## src/rtl/tcp_rx_conn_demux_if.sv

```systemverilog
// Segment metadata, parser payload stream and tagged output stream between the
// TCP header parser, the receive demultiplexer and the per-connection reorder stage.
interface tcp_rx_conn_demux_if #(
  parameter int DATA_W = 8,
  parameter int IDX_W  = 2
);
  logic              meta_valid;
  logic              meta_ready;
  logic [31:0]       meta_src_ip;
  logic [15:0]       meta_src_port;
  logic [15:0]       meta_dst_port;
  logic [15:0]       meta_payload_len;

  logic [DATA_W-1:0] s_axis_tdata;
  logic              s_axis_tvalid;
  logic              s_axis_tready;
  logic              s_axis_tlast;

  logic [DATA_W-1:0] m_axis_tdata;
  logic              m_axis_tvalid;
  logic              m_axis_tready;
  logic              m_axis_tlast;
  logic [IDX_W-1:0]  m_axis_tdest;

  // Parser / reorder-stage side
  modport master (
    output meta_valid, meta_src_ip, meta_src_port, meta_dst_port, meta_payload_len,
    input  meta_ready,
    output s_axis_tdata, s_axis_tvalid, s_axis_tlast,
    input  s_axis_tready,
    input  m_axis_tdata, m_axis_tvalid, m_axis_tlast, m_axis_tdest,
    output m_axis_tready
  );

  // Demultiplexer side
  modport slave (
    input  meta_valid, meta_src_ip, meta_src_port, meta_dst_port, meta_payload_len,
    output meta_ready,
    input  s_axis_tdata, s_axis_tvalid, s_axis_tlast,
    output s_axis_tready,
    output m_axis_tdata, m_axis_tvalid, m_axis_tlast, m_axis_tdest,
    input  m_axis_tready
  );
endinterface

```

## src/rtl/tcp_rx_conn_demux.sv

```systemverilog
// Multi-connection TCP receive demultiplexer: looks up each segment in a connection
// table, forwards matched payload tagged with its entry index, drains the rest.
// Optional per-entry segment counters: define TCP_DEMUX_STATS_EN.
module tcp_rx_conn_demux #(
  parameter int NUM_CONN = 4,
  parameter int DATA_W   = 8,
  parameter int IDX_W    = (NUM_CONN > 1) ? $clog2(NUM_CONN) : 1,
  parameter int DROP_W   = 16
) (
  input  logic              clk,
  input  logic              rst,
  input  logic              cfg_we,
  input  logic [IDX_W-1:0]  cfg_idx,
  input  logic              cfg_en,
  input  logic [31:0]       cfg_remote_ip,
  input  logic [15:0]       cfg_remote_port,
  input  logic [15:0]       cfg_local_port,
`ifdef TCP_DEMUX_STATS_EN
  input  logic [IDX_W-1:0]  stat_idx,
  input  logic              stat_clr,
  output logic [31:0]       stat_segs,
`endif
  tcp_rx_conn_demux_if.slave bus,
  output logic [DROP_W-1:0] drop_count,
  output logic              busy
);

  typedef enum logic [1:0] {
    S_IDLE    = 2'd0,
    S_LOOKUP  = 2'd1,
    S_FORWARD = 2'd2,
    S_DROP    = 2'd3
  } state_t;

  function automatic logic [DROP_W-1:0] sat_inc(input logic [DROP_W-1:0] v);
    return (&v) ? v : v + DROP_W'(1);
  endfunction

  state_t             r_state;
  state_t             w_next;

  logic               r_en    [NUM_CONN];
  logic [31:0]        r_rip   [NUM_CONN];
  logic [15:0]        r_rport [NUM_CONN];
  logic [15:0]        r_lport [NUM_CONN];

  logic [31:0]        r_src_ip;
  logic [15:0]        r_src_port;
  logic [15:0]        r_dst_port;
  logic               r_len_zero;

  logic [IDX_W-1:0]   r_tdest;
  logic [DROP_W-1:0]  r_drop;

  logic               w_meta_acc;
  logic               w_hit;
  logic [IDX_W-1:0]   w_hit_idx;
  logic               w_meta_ready;
  logic               w_s_tready;
  logic               w_m_tvalid;
  logic               w_fwd_done;
  logic               w_drop_inc;
  logic [DATA_W-1:0]  w_pass_data;

  // Connection table: enables are control state, addresses/ports are plain data
  always_ff @(posedge clk or posedge rst) begin
    if (rst) begin
      for (int i = 0; i < NUM_CONN; i++) r_en[i] <= 1'b0;
    end else if (cfg_we) begin
      for (int i = 0; i < NUM_CONN; i++)
        if (cfg_idx == IDX_W'(i)) r_en[i] <= cfg_en;
    end
  end

  always_ff @(posedge clk) begin
    if (cfg_we) begin
      for (int i = 0; i < NUM_CONN; i++) begin
        if (cfg_idx == IDX_W'(i)) begin
          r_rip[i]   <= cfg_remote_ip;
          r_rport[i] <= cfg_remote_port;
          r_lport[i] <= cfg_local_port;
        end
      end
    end
  end

  // Stage boundary: metadata accept -> lookup registers
  assign w_meta_acc = (r_state == S_IDLE) && bus.meta_valid;

  always_ff @(posedge clk) begin
    if (w_meta_acc) begin
      r_src_ip   <= bus.meta_src_ip;
      r_src_port <= bus.meta_src_port;
      r_dst_port <= bus.meta_dst_port;
      r_len_zero <= (bus.meta_payload_len == 16'd0);
    end
  end

  // Scanning downwards lets the lowest matching index overwrite higher ones
  always_comb begin
    w_hit     = 1'b0;
    w_hit_idx = '0;
    for (int i = NUM_CONN - 1; i >= 0; i--) begin
      if (r_en[i] && (r_rip[i] == r_src_ip) && (r_rport[i] == r_src_port) &&
          (r_lport[i] == r_dst_port)) begin
        w_hit     = 1'b1;
        w_hit_idx = IDX_W'(i);
      end
    end
  end

  always_comb begin
    w_next       = r_state;
    w_meta_ready = 1'b0;
    w_s_tready   = 1'b0;
    w_m_tvalid   = 1'b0;
    w_fwd_done   = 1'b0;
    w_drop_inc   = 1'b0;
    case (r_state)
      S_IDLE: begin
        w_meta_ready = 1'b1;
        if (bus.meta_valid) w_next = S_LOOKUP;
      end
      S_LOOKUP: begin
        if (r_len_zero) begin
          w_next     = S_IDLE;
          w_drop_inc = ~w_hit;
        end else if (w_hit) begin
          w_next = S_FORWARD;
        end else begin
          w_next     = S_DROP;
          w_drop_inc = 1'b1;
        end
      end
      S_FORWARD: begin
        w_m_tvalid = bus.s_axis_tvalid;
        w_s_tready = bus.m_axis_tready;
        if (bus.s_axis_tvalid && bus.m_axis_tready && bus.s_axis_tlast) begin
          w_next     = S_IDLE;
          w_fwd_done = 1'b1;
        end
      end
      S_DROP: begin
        w_s_tready = 1'b1;
        if (bus.s_axis_tvalid && bus.s_axis_tlast) w_next = S_IDLE;
      end
      default: w_next = S_IDLE;
    endcase
  end

  // Stage boundary: lookup result -> state, tag and drop counter
  always_ff @(posedge clk or posedge rst) begin
    if (rst) begin
      r_state <= S_IDLE;
      r_tdest <= '0;
      r_drop  <= '0;
    end else begin
      r_state <= w_next;
      if ((r_state == S_LOOKUP) && w_hit) r_tdest <= w_hit_idx;
      if (w_drop_inc) r_drop <= sat_inc(r_drop);
    end
  end

  assign w_pass_data       = bus.s_axis_tdata;
  assign bus.meta_ready    = w_meta_ready & ~rst;
  assign bus.s_axis_tready = w_s_tready;
  assign bus.m_axis_tvalid = w_m_tvalid;
  assign bus.m_axis_tdata  = w_pass_data;
  assign bus.m_axis_tlast  = bus.s_axis_tlast;
  assign bus.m_axis_tdest  = r_tdest;
  assign drop_count        = r_drop;
  assign busy              = (r_state != S_IDLE);

`ifdef TCP_DEMUX_STATS_EN
  logic [31:0] r_stat_segs [NUM_CONN];

  always_ff @(posedge clk or posedge rst) begin
    if (rst) begin
      for (int i = 0; i < NUM_CONN; i++) r_stat_segs[i] <= '0;
    end else if (stat_clr) begin
      for (int i = 0; i < NUM_CONN; i++) r_stat_segs[i] <= '0;
    end else if (w_fwd_done) begin
      for (int i = 0; i < NUM_CONN; i++)
        if (r_tdest == IDX_W'(i)) r_stat_segs[i] <= r_stat_segs[i] + 32'd1;
    end
  end

  always_comb begin
    stat_segs = '0;
    for (int i = 0; i < NUM_CONN; i++)
      if (stat_idx == IDX_W'(i)) stat_segs = r_stat_segs[i];
  end
`endif

endmodule

```

## src/flat_wrapper.sv

```systemverilog
// flat-port wrapper written by rule: the top's interface ports become plain ports
module tcp_rx_conn_demux_flat 
#(
  parameter int NUM_CONN = 4,
  parameter int DATA_W   = 8,
  parameter int IDX_W    = (NUM_CONN > 1) ? $clog2(NUM_CONN) : 1,
  parameter int DROP_W   = 16
)
  (clk, rst, cfg_we, cfg_idx, cfg_en, cfg_remote_ip, cfg_remote_port, cfg_local_port, drop_count, busy, bus_meta_valid, bus_meta_src_ip, bus_meta_src_port, bus_meta_dst_port, bus_meta_payload_len, bus_meta_ready, bus_s_axis_tdata, bus_s_axis_tvalid, bus_s_axis_tlast, bus_s_axis_tready, bus_m_axis_tdata, bus_m_axis_tvalid, bus_m_axis_tlast, bus_m_axis_tdest, bus_m_axis_tready);
  tcp_rx_conn_demux_if #(.DATA_W(DATA_W), .IDX_W(IDX_W)) bus_i ();
  input  logic clk;
  input  logic rst;
  input  logic cfg_we;
  input  logic [IDX_W-1:0] cfg_idx;
  input  logic cfg_en;
  input  logic [31:0] cfg_remote_ip;
  input  logic [15:0] cfg_remote_port;
  input  logic [15:0] cfg_local_port;
  output logic [DROP_W-1:0] drop_count;
  output logic busy;
  input wire logic [$bits(bus_i.meta_valid)-1:0] bus_meta_valid;
  input wire logic [$bits(bus_i.meta_src_ip)-1:0] bus_meta_src_ip;
  input wire logic [$bits(bus_i.meta_src_port)-1:0] bus_meta_src_port;
  input wire logic [$bits(bus_i.meta_dst_port)-1:0] bus_meta_dst_port;
  input wire logic [$bits(bus_i.meta_payload_len)-1:0] bus_meta_payload_len;
  output wire logic [$bits(bus_i.meta_ready)-1:0] bus_meta_ready;
  input wire logic [$bits(bus_i.s_axis_tdata)-1:0] bus_s_axis_tdata;
  input wire logic [$bits(bus_i.s_axis_tvalid)-1:0] bus_s_axis_tvalid;
  input wire logic [$bits(bus_i.s_axis_tlast)-1:0] bus_s_axis_tlast;
  output wire logic [$bits(bus_i.s_axis_tready)-1:0] bus_s_axis_tready;
  output wire logic [$bits(bus_i.m_axis_tdata)-1:0] bus_m_axis_tdata;
  output wire logic [$bits(bus_i.m_axis_tvalid)-1:0] bus_m_axis_tvalid;
  output wire logic [$bits(bus_i.m_axis_tlast)-1:0] bus_m_axis_tlast;
  output wire logic [$bits(bus_i.m_axis_tdest)-1:0] bus_m_axis_tdest;
  input wire logic [$bits(bus_i.m_axis_tready)-1:0] bus_m_axis_tready;
  assign bus_i.meta_valid = bus_meta_valid;
  assign bus_i.meta_src_ip = bus_meta_src_ip;
  assign bus_i.meta_src_port = bus_meta_src_port;
  assign bus_i.meta_dst_port = bus_meta_dst_port;
  assign bus_i.meta_payload_len = bus_meta_payload_len;
  assign bus_meta_ready = bus_i.meta_ready;
  assign bus_i.s_axis_tdata = bus_s_axis_tdata;
  assign bus_i.s_axis_tvalid = bus_s_axis_tvalid;
  assign bus_i.s_axis_tlast = bus_s_axis_tlast;
  assign bus_s_axis_tready = bus_i.s_axis_tready;
  assign bus_m_axis_tdata = bus_i.m_axis_tdata;
  assign bus_m_axis_tvalid = bus_i.m_axis_tvalid;
  assign bus_m_axis_tlast = bus_i.m_axis_tlast;
  assign bus_m_axis_tdest = bus_i.m_axis_tdest;
  assign bus_i.m_axis_tready = bus_m_axis_tready;
  tcp_rx_conn_demux #(.NUM_CONN(NUM_CONN), .DATA_W(DATA_W), .IDX_W(IDX_W), .DROP_W(DROP_W)) u_core (.clk(clk), .rst(rst), .cfg_we(cfg_we), .cfg_idx(cfg_idx), .cfg_en(cfg_en), .cfg_remote_ip(cfg_remote_ip), .cfg_remote_port(cfg_remote_port), .cfg_local_port(cfg_local_port), .bus(bus_i), .drop_count(drop_count), .busy(busy));
endmodule
```

## config.mk

```make
export PLATFORM = sky130hd
export DESIGN_NAME = tcp_rx_conn_demux_flat
export DESIGN_NICKNAME = d
export VERILOG_FILES = /design/src/rtl/tcp_rx_conn_demux_if.sv /design/src/rtl/tcp_rx_conn_demux.sv /design/src/flat_wrapper.sv
export SDC_FILE = /design/constraint.sdc
export NUM_CORES = 1
export LEC_CHECK = 0
export CAP_MARGIN = 20
export CORE_MARGIN = 2
export CORE_UTILIZATION = 60
export CTS_CLUSTER_DIAMETER = 50
export DETAILED_ROUTE_END_ITERATION = 12
export GPL_TIMING_DRIVEN = 0
export PLACE_DENSITY = 0.95
export SLEW_MARGIN = 25
export SYNTH_ARGS = -nofsm -noshare
export SYNTH_HDL_FRONTEND = slang
export SYNTH_SLANG_ARGS = --single-unit
```

## constraint.sdc

```tcl
create_clock -name clk -period 5.8 [get_ports clk]
set_input_delay 0.87 -clock clk [delete_from_list [all_inputs] [get_ports clk]]
set_output_delay 0.87 -clock clk [all_outputs]
set_load 0.02 [all_outputs]
```

# Word-level counts from Yosys, hierarchy flattened

Memories as Yosys holds them, arrays and structs flattened.
Cells that the tools add are included.

Reductions and logical operators: 37
Eq/ne operators: 21
Muxes and demuxes: 59
Bitwise logic cells: 4
$add $sub $neg: 1

Operators by type and width:

| operator                | count |
|---|---|
| $eq A16 B16 Y1          | 8 |
| $eq A32 B32 Y1          | 4 |
| $mux W16                | 6 |
| $mux W32                | 3 |
| $reduce_or A16 Y1       | 6 |
| $reduce_or A32 Y1       | 3 |
| $mux W2                 | 17 |
| $mux W1                 | 31 |
| $logic_and A1 B1 Y1     | 17 |
| $add A16 B1 Y16 const B | 1 |
| $logic_not A16 Y1       | 1 |
| $reduce_and A16 Y1      | 1 |
| $reduce_and A2 Y1       | 5 |
| $eq A2 B2 Y1 const B    | 4 |
| $pmux W2 S4             | 1 |
| $eq A2 B1 Y1 const B    | 2 |
| $logic_not A2 Y1        | 2 |
| $ne A2 B1 Y1 const B    | 2 |
| $not A1 Y1              | 3 |
| $reduce_and A3 Y1       | 1 |
| $ne A2 B2 Y1 const B    | 1 |
| $pmux W1 S2             | 1 |
| $reduce_bool A2 Y1      | 1 |
| $and A1 B1 Y1           | 1 |

Input port bits: 162
Output and inout bits: 31
Word-level logic and storage cells: 136
Bits in writable memories: 256
Memories kept: 3
Register bits after elaboration: 89

Memory list:

| name           | words | width | read ports | clocked after Yosys merged registers in | write ports | RTL line                | RTL |
|---|---|---|---|---|---|---|---|
| u_core.r_rip   | 4     | 32    | 4          | 0                                       | 1           | tcp_rx_conn_demux.sv:43 | `logic [31:0] r_rip [NUM_CONN];` |
| u_core.r_lport | 4     | 16    | 4          | 0                                       | 1           | tcp_rx_conn_demux.sv:45 | `logic [15:0] r_lport [NUM_CONN];` |
| u_core.r_rport | 4     | 16    | 4          | 0                                       | 1           | tcp_rx_conn_demux.sv:44 | `logic [15:0] r_rport [NUM_CONN];` |

# Logic depth before layout (Yosys ltp)

Gate-level depths: netlist (run 1).
An unclocked memory read counts as a cell.

Depth in word-level cells: 13
Depth in mapped cells: 11
Gate-level depth less buffers: 8

# Least setup slack after synthesis (run 1)

No wires, ideal clock.

Path kind: in2reg
Start: in cfg_idx[1]
End: reg u_core.r_en[3] in the netlist's numbering
Path slack: -676 ps
Data required time: 5711 ps
Arrival: 6388 ps
Buffers on the path: 0
Stages: 2
Library setup time: 89 ps
Path through: nor3b_1 -> mux2_2

Longest elaborated chain between the ends: 2

RTL lines:

| what                            | RTL line                | RTL |
|---|---|---|
| from (decl)                     | flat_wrapper.sv:14      | `input logic [IDX_W-1:0] cfg_idx;` |
| $logic_not A2 Y1                | tcp_rx_conn_demux.sv:71 | `if (cfg_idx == IDX_W'(i)) r_en[i] <= cfg_en;` |
| $reduce_and A2 Y1 (no line)     | --                      |  |
| to (signal, indexed assignment) | tcp_rx_conn_demux.sv:71 |  |
| to (decl)                       | tcp_rx_conn_demux.sv:42 | `logic r_en [NUM_CONN];` |

Every way passes these cells.
A chain may end at the register's enable or synchronous reset.

# Worst setup path in the final report (run 1)

Start: reg u_core.r_src_port[15]
End: reg u_core.r_drop[14], in the netlist u_core.drop_count[14]

Longest elaborated chain between the ends: 11
Elaborated cells between the ends (all ways): 21
Those cells by class: eq/ne: 4; mux: 7; bitwise: 1; reduce/logical: 9

RTL lines:

| what                                         | RTL line                                           | RTL |
|---|---|---|
| from (decl)                                  | tcp_rx_conn_demux.sv:48                            | `logic [15:0] r_src_port;` |
| from (signal assigned)                       | tcp_rx_conn_demux.sv:93                            | `r_src_port <= bus.meta_src_port;` |
| $eq A16 B16 Y1                               | tcp_rx_conn_demux.sv:104                           | `if (r_en[i] && (r_rip[i] == r_src_ip) && (r_rport[i] == r_src_port) &&` |
| $logic_and A1 B1 Y1 (2 in a row)             | tcp_rx_conn_demux.sv:104                           |  |
| $mux W1 (3 in a row)                         | tcp_rx_conn_demux.sv:104                           |  |
| $mux W1 (*)                                  | tcp_rx_conn_demux.sv:104                           |  |
| $mux W1 / $not A1 Y1 (equally long branches) | tcp_rx_conn_demux.sv:128, tcp_rx_conn_demux.sv:127 |  |
| $mux W1 (*)                                  | tcp_rx_conn_demux.sv:125                           | `if (r_len_zero) begin` |
| $mux W1 (*)                                  | tcp_rx_conn_demux.sv:119                           | `case (r_state)` |
| $reduce_and A2 Y1 (no line) (*)              | --                                                 |  |
| to (signal assigned)                         | tcp_rx_conn_demux.sv:160                           | `if (w_drop_inc) r_drop <= sat_inc(r_drop);` |
| to (decl)                                    | tcp_rx_conn_demux.sv:53                            | `logic [DROP_W-1:0] r_drop;` |

Mark *: on every way between the ends. The rest lies on a longest branch, timed or not.

==> summary.txt, run 1 <==
Final Instance Count excl. Fillers = 1565
Core ar. = 0.02418 mm²
wire length of the first global-routing pass = 65870 µm
max-cap violation count = 0
FMAX = 260.5 MHz
H-Tree Depth = 2
worst skew pair latency = 530 ps
Avg WL per Cell = 29.50 µm
Setup WS pre-CTS = 2164 ps
Setup CP Type = reg2reg
cell taking the most area after synthesis = edfxtp_1
Netlist Area Pre-Place = 0.01468 mm²
min Tclk post-route = 3839 ps
Critical Path Sink Type = flip-flop
pwr dens = 363.0 mW/mm²
crit path DAT = 4240 ps
vias per inst = 6.225
sequential power share = 0.483
Detailed Route WL = 46170 µm
largest net degree at the start of global routing = 39
clock buffer count from CTS = 37
# hold bufs at CTS = 0
reg-to-reg endpoint = u_core.drop_count[14]
Finish-stage setup viols = 0
critical hold path startpoint = u_core.bus.m_axis_tdest[0]
Final Max Tran Viols = 0
Cell variety after synth = 56
Fin. Hold Viols = 0
CTS tree = yes
grt total ovfl = 0
status = complete, no violations
Post-CTS Setup Inserts = 0
Synth Instances = 981
Final nets = 1379
port bufs = 184
leak pwr = 6.101 nW
internal power = 4.773 mW
worst reg2reg setup slack = 1960 ps
Hold WC Path Type = reg2reg
Critical Path Source Type = flip-flop
die width = 160.4 µm
Clock Tree Root = clkbuf_16
Min-Delay Path Depth = 1
CP max FO = 6
Inst Count DP = 1501
Setup WS post-layout = 1961 ps
clock buffer depth = 3
R2R depth = 8
Area contributors post-synth = edfxtp_1 66%, xnor2_1 8.4%, dfrtp_1 4.1%
RSZ-0062 raised after global routing = false
Final Wtd Congestion = 0.9417
Post-synth top cells = 321 x edfxtp_1, 141 x xnor2_1, 81 x nand2b_1, 73 x nand4_1, 56 x xor2_1
first-pass iteration count of the detailed router = 5
area grow syn2layout = 24.78%
synthesized area per cell = 14.96 µm²
post-DP HPWL = 35240 µm
Switching Share = 0.2822
hold_ws = 503.6 ps
vias in the first global route = 9895
number of fillers in the final layout = 1421
multi-input logic area = 0.004193 mm²
full die area = 0.02573 mm²
synthesis-stage register bit count = 345
clock sink total = 345
Die H = 160.4 µm
count leader, synth = edfxtp_1
Via Count = 9742
Slew headroom = 0.2317
worst r2r src = u_core.r_src_port[15]
Initial Util = 0.6072
Worst-Margin Slew = 1142 ps
Setup Skew = 17.39 ps
Residual DRC = 0
FP Rows = 57
peak supply drop = 0.3137 mV
Tcrit/Tclk final = 0.6619
Reg clk slew, reported paths = 60 ps
syn_nets = 1144
Detailed Route Iter0 Violations = 1387
register area share after synthesis = 0.6975
Sw Pwr = 1.876 mW
hold-critical path endpoint = u_core.bus.m_axis_tdest[0]
Post-DRT Antenna Nets = 0
asr flop ratio synth = 0.06957
CP required = 6200 ps
# IOs = 193
Logic pwr share = 0.176
layout cells sized above 1 = 0.07419
Primary FF master, synth = edfxtp_1
Warnings, synthesis = 0
clock network power share = 0.341
area occupied by registers = 0.01024 mm²
CTS resizes = 0
Tot GR Track Use = 0.3616
top cell type's share of synthesized area = 0.6566
EDFF count, synth = 321
initial antenna violation count = 1
-- per-stage QoR --
step           cell area [µm²]  power [mW]  utilization  TNS, ps
2_1_floorplan            14690       3.789            -        0
3_3_place_gp             16930       4.343       0.7004   -95720
3_5_place_dp             17170       4.390       0.7103        0
4_1_cts                  18320       6.632       0.7575        0
5_1_grt                  18320       6.810       0.7575        0
6_report                 18320       6.649       0.7576        0
-- power by group through the flow --
stage | Clock (mW) | Combinational [mW] | Sequential, mW
CTS | 2.27 | 1.16 | 3.20
detailed placement | 0 | 1.14 | 3.25
floorplan | 0 | 0.586 | 3.20
global placement | 0 | 1.08 | 3.26
finish | 2.27 | 1.17 | 3.21
global route | 2.36 | 1.22 | 3.23
-- cells by family after synthesis --
| family | Yosys count | synth area share |
|---|---|---|
| and+or+nand+nor | 319 | 0.1328 |
| xor gates and xnor gates | 197 | 0.1175 |
| DFF | 345 | 0.6975 |
| AOI/OAI and AO/OA | 50 | 0.02676 |
| buffers and inverters | 62 | 0.01926 |
| adders and majority gates | 1 | 0.0008522 |
| muxes | 7 | 0.005284 |
-- worst max-delay path: stages, from the launching register on --
cell	delay, ps
edfxtp_1	580
xor2_1	250
nor4_1	940
nand4_1	190
or4_1	650
nor3_1	490
nor2_1	130
nand3_1	150
mux2_2	340
-- metal layers --
metal / GRT usage / vias to the layer above / share of wire
met3: 0.06586 / 98 / 0.087
met5: 0 / - / 0
met2: 0.6060 / 586 / 0.49
li1: - / 4156 / -
met4: 0.1007 / 0 / 0.032
met1: 0.4927 / 4902 / 0.39
-- sequential cells by signal, summed over array words and instances, names as in the netlist --
| signal | cells |
|---|---|
| u_core.r_state | 2 |
| u_core.r_src_port | 16 |
| u_core.drop_count | 16 |
| u_core.r_dst_port | 16 |
| u_core.bus.m_axis_tdest | 2 |
| u_core.r_src_ip | 32 |
| u_core.r_len_zero | 1 |
| u_core.r_en | 4 |
| u_core.r_rip | 128 |
| u_core.r_lport | 64 |
| u_core.r_rport | 64 |
-- final cells by class --
cell class	count	area share
antenna	1	0.0001366
timing repair buffer	196	0.1121
clock inverter	20	0.01052
clock buffer	43	0.05178
buffer	24	0.007650
multi-input combinational	574	0.2289
sequential	345	0.5590
inverter	38	0.007787
tap	324	0.02213
-- worst max path at each step --
stage | startpoint | to
floorplan | cfg_we | u_core.r_en[1]
global placement | cfg_idx[1] | u_core.r_en[1]
detailed placement | u_core.r_src_port[15] | u_core.drop_count[14]
CTS | u_core.r_src_port[15] | u_core.drop_count[14]
global route | u_core.r_src_port[11] | u_core.drop_count[14]
finish | u_core.r_src_port[15] | u_core.drop_count[14]
-- layout by cell type (no fill, tap or decap), types with 6 or more instances in the layout --
cell / count
nand2_1: 20
o21ai_0: 9
nor4_1: 37
clkdlybuf4s50_1: 184
o2111ai_1: 8
and3_1: 12
nor2_1: 11
nand3_1: 21
nand4_1: 73
clkbuf_1: 18
clkbuf_16: 37
xor2_1: 56
dfrtp_1: 24
nand2b_1: 81
buf_4: 9
or4_1: 9
clkinv_1: 7
xnor2_1: 141
buf_12: 6
inv_1: 37
nor2b_1: 24
edfxtp_1: 321
(Power assumes the default switching activity.)
==> run 2: changes to the inputs <==
CORE_UTILIZATION = 55   (was 60)
PLACE_DENSITY = 0.89   (was 0.95)
clock period = 3.6 ns   (was 5.8 ns; I/O delays follow)
==> summary.txt, run 2 (same netlist as run 1, synthesis figures left out) <==
Inserted Diodes = 0 (-1)
most frequent cells in the layout = 321 x edfxtp_1, 184 x clkdlybuf4s50_1, 140 x xnor2_1
min Tclk post-route = 3504 ps (-334.5 ps)
worst skew pair latency = 520 ps (about the same)
Clock Tree Root = clkbuf_16
FMAX = 285.4 MHz (+9.5%)
Post-CTS Setup Inserts = 0 (unchanged)
Final nets = 1380 (+0.073%)
Biggest register = u_core.r_rip
largest net degree at the start of global routing = 40 (+2.6%)
CP required = 4000 ps (-2200 ps)
Tot GR Track Use = 0.3152 (-0.04643)
# IOs = 193 (unchanged)
layout cells sized above 1 = 0.07810 (+0.003906)
Final Wtd Congestion = 0.9482 (+0.69%)
max reg flops = 128 (unchanged)
die width = 167.4 µm (+4.3%)
status = finished with violations
Hold WC Path Type = in2async
vias per inst = 6.020 (-3.3%)
pwr dens = 589.7 mW/mm² (+62%)
clock buffer depth = 3 (unchanged)
port bufs = 184 (unchanged)
Critical Path Source Type = flip-flop
Avg WL per Cell = 27.67 µm (-6.2%)
Tot Pwr = 10.88 mW (+64%)
Die H = 167.4 µm (+4.3%)
first-pass iteration count of the detailed router = 9 (+4)
Detailed Route WL = 43630 µm (-5.5%)
FP Rows = 59 (+3.5%)
crit path DAT = 3900 ps (-340 ps)
Final Max Tran Viols = 0 (unchanged)
initial antenna violation count = 1 (unchanged)
CTS tree = yes
clock buffer count from CTS = 37 (unchanged)
Critical Path Sink Type = flip-flop
peak supply drop = 0.5248 mV (+67%)
Detailed Route Iter0 Violations = 1104 (-20%)
Core ar. = 0.02613 mm² (+8.1%)
Via Count = 9494 (-2.5%)
clock sink total = 345 (unchanged)
full die area = 0.02801 mm² (+8.9%)
Initial Util = 0.5618 (-0.04544)
most common cell after layout, fill and taps aside = edfxtp_1
Reg clk slew, reported paths = 60 ps (about the same)
Residual DRC = 10 (+10)
leak pwr = 6.164 nW (+1.0%)
Slew headroom = 0.2187 (-0.01307)
CP max FO = 7 (+1)
number of fillers in the final layout = 1755 (+24%)
H-Tree Depth = 2 (unchanged)
RSZ-0062 raised after global routing = false
vias in the first global route = 9544 (-3.5%)
Worst-Margin Slew = 1142 ps (+0.5861 ps)
Setup CP Type = reg2reg
hold_ws = 434.4 ps (-69.25 ps)
Tcrit/Tclk final = 0.9734 (+0.3116)
post-DP HPWL = 34060 µm (-3.3%)
Setup Skew = 8.006 ps (-9.389 ps)
Finish-stage setup viols = 0 (unchanged)
TNS Setup = 0 ps (unchanged)
Largest regs = u_core.r_rip x128, u_core.r_lport x64, u_core.r_rport x64
area grow syn2layout = 25.65%
failing checks = design-rule violations
# hold bufs at CTS = 0 (unchanged)
Fin. Hold Viols = 0 (unchanged)
grt total ovfl = 0 (unchanged)
Post-DRT Antenna Nets = 0 (unchanged)
max-cap violation count = 0 (unchanged)
wire length of the first global-routing pass = 62990 µm (-4.4%)
[run 2: changes by cell type in the layout (fill, tap and decap cells not counted), moves of 2 or more]
cell       change
bufinv_16      +2
clkbuf_1       -2
clkbuf_16      +2
clkinv_4       -2
[run 2: path summary, 6_finish.rpt]
kind / startpoint / end / slack [ps] / cells past startpoint
min in group clk: u_core.bus.m_axis_tdest[1] / u_core.bus.m_axis_tdest[1] / 490 / 1
setup / recovery: u_core.r_src_ip[24] / u_core.drop_count[1] / 100 / 9
setup reg to reg: u_core.r_src_ip[24] / u_core.drop_count[1] / 100 / 9
max in group asynchronous: rst / u_core.drop_count[4] / 2800 / 2
hold reg to reg: u_core.bus.m_axis_tdest[1] / u_core.bus.m_axis_tdest[1] / 490 / 1
hold / removal: rst / u_core.drop_count[13] / 430 / 2
[run 2: cell type report]
type / instances / area [µm²] / area share
Sequential cell: 345 / 10240 / 0.5551
Multi-Input combinational cell: 574 / 4207 / 0.2280
Timing Repair Buffer: 197 / 2072 / 0.1123
Clock buffer: 43 / 991.0 / 0.05372
Tap cell: 335 / 419.2 / 0.02272
Clock inverter: 21 / 235.2 / 0.01275
Inverter: 38 / 142.6 / 0.007733
Buffer: 24 / 140.1 / 0.007597
[run 2: layer usage]
| metal | GRT usage | up-vias | part of all wire |
|---|---|---|---|
| li1 | - | 4157 | - |
| met1 | 0.4288 | 4788 | 0.40 |
| met2 | 0.5336 | 485 | 0.50 |
| met3 | 0.05294 | 64 | 0.078 |
| met4 | 0.08242 | 0 | 0.023 |
| met5 | 0 | - | 0 |
[run 2: through the flow]
| stage | cells | setup slack [ps] | util | instance area (µm²) |
|---|---|---|---|---|
| floorplan | 981 | -93.76 | - | 14690 |
| global placement | 1500 | -2463 | 0.6487 | 16950 |
| detailed placement | 1513 | -85.56 | 0.6584 | 17210 |
| CTS | 1577 | 62.30 | 0.7056 | 18440 |
| global route | 1577 | 1.303 | 0.7059 | 18450 |
| finish | 1577 | 95.73 | 0.7059 | 18450 |
[run 2: worst max-delay path, cell delays in order (launching register included)]
cell	delay, ps
edfxtp_1	510
xnor2_1	450
nand4_1	300
nor4_1	620
nand4bb_1	220
or4_4	480
and3_1	200
buf_6	140
nand3_1	100
mux2_1	360
[run 2: report_power, final]
| group | total (mW) | switching (mW) | leakage [nW] | internal (mW) |
|---|---|---|---|---|
| Sequential | 5.16 | 0.369 | 3.27 | 4.79 |
| Clock | 3.85 | 1.52 | 0.601 | 2.33 |
| Combinational | 1.87 | 1.07 | 2.29 | 0.795 |
| Total | 10.9 | 2.96 | 6.16 | 7.91 |
[run 2: timing repair]
action                     4_1_cts  5_1_grt
setup endpoints to repair        1       11
hold endpoints to repair         0        0
resized for setup                1        1
